===== config.mk =====
export PLATFORM = sky130hd
export DESIGN_NAME = bus_arbiter4
export DESIGN_NICKNAME = d
export VERILOG_FILES = /design/src/rtl/bus_arbiter4.sv
export SDC_FILE = /design/constraint.sdc
export NUM_CORES = 1
export LEC_CHECK = 0
export CORE_MARGIN = 5
export CORE_UTILIZATION = 45
export DETAILED_ROUTE_END_ITERATION = 7
export PLACE_DENSITY = 0.77
export SYNTH_ARGS = -nofsm -noshare
export SYNTH_HDL_FRONTEND = slang
export SYNTH_SLANG_ARGS = --single-unit

===== constraint.sdc =====
create_clock -name clk -period 1.5 [get_ports clk]
set_input_delay 0.375 -clock clk [delete_from_list [all_inputs] [get_ports clk]]
set_output_delay 0.375 -clock clk [all_outputs]
set_load 0.02 [all_outputs]

===== src/rtl/bus_arbiter4.sv =====
// Round-robin arbiter for the shared 8-bit bus: four requesters, bounded hold,
// one idle turnaround cycle between owners, registered grant/select outputs.
module bus_arbiter4 #(
    parameter int MAX_HOLD = 4,
    parameter int CNT_W    = 8
) (
    input  logic             clk,
    input  logic             rst,
    input  logic [3:0]       req,
    output logic [3:0]       gnt,
    output logic [1:0]       mCtrl,
    output logic             bus_busy,
    output logic [CNT_W-1:0] hold_cnt
);

    typedef enum logic [1:0] {IDLE, GRANT, TURN} state_t;

    state_t             state_q, state_d;
    logic [3:0]         gnt_q, gnt_d;
    logic [1:0]         mctrl_q, mctrl_d;
    logic [1:0]         last_q, last_d;
    logic               busy_q, busy_d;
    logic [CNT_W-1:0]   hold_q, hold_d;

    logic [1:0]         win;
    logic [1:0]         idx;
    logic               found;
    logic               others;
    logic               release_now;

    // Scan starts just after the last owner, so it sits at lowest priority.
    always_comb begin
        win   = last_q;
        idx   = last_q;
        found = 1'b0;
        for (int k = 1; k <= 4; k++) begin
            idx = last_q + 2'(k);
            if (!found && req[idx]) begin
                win   = idx;
                found = 1'b1;
            end
        end
    end

    assign others      = |(req & ~gnt_q);
    assign release_now = !req[mctrl_q] ||
                         ((hold_q == CNT_W'(MAX_HOLD - 1)) && others);

    always_comb begin
        state_d = state_q;
        gnt_d   = gnt_q;
        mctrl_d = mctrl_q;
        last_d  = last_q;
        busy_d  = busy_q;
        hold_d  = hold_q;
        case (state_q)
            IDLE, TURN: begin
                if (|req) begin
                    state_d = GRANT;
                    gnt_d   = 4'(1) << win;
                    mctrl_d = win;
                    last_d  = win;
                    busy_d  = 1'b1;
                    hold_d  = '0;
                end else begin
                    state_d = IDLE;
                    gnt_d   = '0;
                    busy_d  = 1'b0;
                    hold_d  = '0;
                end
            end
            GRANT: begin
                if (release_now) begin
                    state_d = TURN;
                    gnt_d   = '0;
                    busy_d  = 1'b0;
                    hold_d  = '0;
                end else if (hold_q != CNT_W'(MAX_HOLD)) begin
                    hold_d = hold_q + 1'b1;
                end
            end
            default: begin
                state_d = IDLE;
                gnt_d   = '0;
                busy_d  = 1'b0;
                hold_d  = '0;
            end
        endcase
    end

    always_ff @(posedge clk or posedge rst) begin
        if (rst) begin
            state_q <= IDLE;
            gnt_q   <= '0;
            mctrl_q <= 2'd0;
            last_q  <= 2'd3;
            busy_q  <= 1'b0;
            hold_q  <= '0;
        end else begin
            state_q <= state_d;
            gnt_q   <= gnt_d;
            mctrl_q <= mctrl_d;
            last_q  <= last_d;
            busy_q  <= busy_d;
            hold_q  <= hold_d;
        end
    end

    assign gnt      = gnt_q;
    assign mCtrl    = mctrl_q;
    assign bus_busy = busy_q;
    assign hold_cnt = hold_q;

endmodule


==> summary.md <==
| Metric | Value |
|---|---|
| Net count after synthesis | `105` |
| Clock Latency Late Sink | `290 ps` |
| Max FO, Critical Path | `6` |
| RSZ-0062 raised after global routing | `true` |
| Clock Path Buffers | `2` |
| First-pass GRT wire length | `4440 microns` |
| Synth Area in Simple Gates | `0.224` |
| R2r worst-path depth | `4` |
| CTS buffer count | `3` |
| Final Hold Fails | `0` |
| XOR/XNOR share of the synthesized area | `0.0423` |
| Final WS setup | `-119 ps` |
| Routed WL | `2650 microns` |
| # fillers | `187` |
| Htree depth | `1` |
| FF-to-FF End | `gnt[2]` |
| I/O Pins | `21` |
| Crit path launch type | `flip-flop` |
| CP endpoint kind | `flip-flop` |
| Largest net degree at the start of global routing | `20` |
| Sink Count | `19` |
| CTS tree | `yes` |
| Worst EP arrival | `1800 ps` |
| Max frequency | `618 MHz` |
| Mux contribution to synthesized area | `0.0447` |
| Synth Instances | `97` |
| Initial DRC count | `18` |
| Synth Register Bits | `19` |
| 1st-pass router iterations | `4` |
| WS Path Type | `flip-flop to flip-flop` |
| Sequential Area | `484 sq um` |
| Placed cell count | `167` |
| Failing checks | `setup timing` |
| Detailed-route vias per instance | `5.37` |
| Status | `finished with violations` |
| Maximum vdd drop | `1.44 mV` |
| GRT Total Usage | `0.172` |
| Antenna fix cells | `0` |
| Worst-path clk slew | `100 ps` |
| Worst slew margin relative to its limit | `0.686` |
| Fin cells | `174` |
| Vias in the first global route | `948` |
| Worst path required time | `1680 ps` |
| Initial antenna violation count | `0` |
| Synth Area in Compound Gates | `0.170` |
| P&R area growth vs syn | `46.1%` |
| Count of final max-slew check failures | `0` |
| Final Cycle Share | `1.08` |
| DRC Markers | `0` |
| PwrDens | `1530 nW/um^2` |
| Root Driver | `clkbuf_4` |
| Synth unique cells | `39` |
| Register area share after synthesis | `0.462` |
| Commonest cells after routing, fill and taps aside | `27 x buf_4, 13 x dlygate4sd2_1, 12 x nor2_1, 12 x dfrtp_1` |
| Tmin final | `1620 ps` |
| Avg WL per Cell | `15.2 microns` |
| Effective utilization at floorplan | `0.468` |
| Die height | `58.0 microns` |
| Routability congestion estimate | `0.844` |
| Via count | `935` |
| RR Startpoint | `hold_cnt[6]` |
| Finish-stage setup viols | `15` |
| Core Area | `2210 sq um` |
| Warnings, synthesis | `0` |
| Die Area | `3360 sq um` |
| Port bufs | `20` |
| Leakage power | `0.719 nW` |
| Die width | `58.0 microns` |
| Tightest Hold Check Type | `primary input to asynchronous set/reset pin` |
| Area of the multi-input gates | `584 sq um` |
| DRT antenna net count | `0` |
| Dpl hpwl | `1920 microns` |
| Largest family of logic cells by synthesized area | `simple AND/OR/NAND/NOR gates` |
| Max cap viols | `0` |
| Most common cell after layout, fill and taps aside | `buf_4` |
| Setup_tns | `-1060 ps` |
| Ratio of cells with drive above 1 in the final layout | `0.384` |
| Adder-Cell Fraction of Synth Area | `0.0242` |
| Worst slew pin tran | `469 ps` |
| R2R Setup Slk | `-120 ps` |
| Cts hold-fix bufs | `0` |
| # rows | `17` |
| Cell Area, Synth | `1030 sq um` |
| Mean post-synth cell area | `10.7 sq um` |
| Clock Skew | `4.63 ps` |
| Overflow after GRT | `0` |
| Number of nets in the layout | `155` |
[worst max-delay path: stages (launching register included)]
cell     delay, ps
dfrtp_2        420
or4_4          550
nor2_4         140
a31oi_4        160
a32o_1         240
[power by group]
part	leakage (nW)	internal [mW]	total, mW	switching (mW)
Sequential	0.237	0.700	0.867	0.167
Combinational	0.467	0.586	1.20	0.612
Clock	0.0150	0.103	0.251	0.148
[registers in the layout (all words and copies together), names as in the netlist]
name and count:
state_q 2, mCtrl 2, last_q 2, bus_busy 1, gnt 4, hold_cnt 8
[metrics by stage]
step / setup slack [ps] / utilization / instance area (sq um) / hold slack, ps / power, mW
detailed placement: -492 / 0.652 / 1440 / 428 / 2.01
floorplan: -91.3 / - / 1040 / 324 / 1.52
global route: -150 / 0.683 / 1510 / 392 / 2.46
finish: -119 / 0.683 / 1510 / 393 / 2.32
CTS: -85.7 / 0.676 / 1500 / 400 / 2.26
global placement: -443 / 0.652 / 1440 / 418 / 1.97
[synth_stat cells (all sizes together)]
master   number  area (sq um)
a211oi        1          7.51
a21o          1          7.51
a21oi         6          30.0
a311oi        1          15.0
a31o          1          8.76
a31oi         1          21.3
a32o          2          20.0
and3          2          13.8
and3b         1          8.76
buf           1          11.3
clkbuf        2          7.51
dfrtp        17           425
dfstp         2          52.6
ha            2          25.0
inv           4          15.0
mux2i         2          20.0
mux4          1          26.3
nand2         3          11.3
nand2b        5          31.3
nand3         6          30.0
nand3b        1          7.51
nor2         13          56.3
nor2b         2          12.5
nor3          2          21.3
nor3b         2          15.0
nor4          1          6.26
o2111ai       1          8.76
o21a          2          15.0
o21ai         1          8.76
o2bb2ai       2          17.5
o31a          1          8.76
o31ai         1          7.51
or3           1          6.26
or4           1          11.3
xnor2         1          8.76
xor2          4          35.0
[cells by family (layout without fill, tap and decap cells)]
family	Yosys count	after routing
xor+xnor	5	5
mux	3	3
fa+ha+maj	2	2
compound gates	21	22
simple gates	40	40
flops	19	19
buf+inv	7	55
[area by class of cell]
type	count	share of cell area
Timing Repair Buffer	47	0.243
Tap cell	28	0.0232
Clock buffer	4	0.0174
Inverter	4	0.00993
Sequential cell	19	0.320
Multi-Input combinational cell	72	0.387
[per-layer routing]
layer / vias to the layer above / track usage / wire (microns)
met3: 2 / 0.0401 / 41
li1: 453 / - / -
met4: 0 / 0.0530 / 27
met1: 468 / 0.227 / 1200
met2: 12 / 0.281 / 1370
met5: - / 0 / 0
[repair_timing]
item | CTS | global route
gates cloned | 1 | 0
gates resized for setup | 30 | 13
setup buffers | 2 | 0
pin swaps | 6 | 3
setup endpoints to repair | 34 | 23
[worst max path at each step]
stage	slack [ps]	cells past startpoint	endpoint	start
floorplan	-90	5	state_q[0]	hold_cnt[6]
global placement	-440	5	hold_cnt[1]	req[0]
detailed placement	-490	5	state_q[0]	req[3]
CTS	-90	4	gnt[2]	hold_cnt[6]
global route	-150	5	hold_cnt[6]	hold_cnt[6]
finish	-120	4	gnt[2]	hold_cnt[6]
No activity file was read; power rests on OpenSTA's default activity.
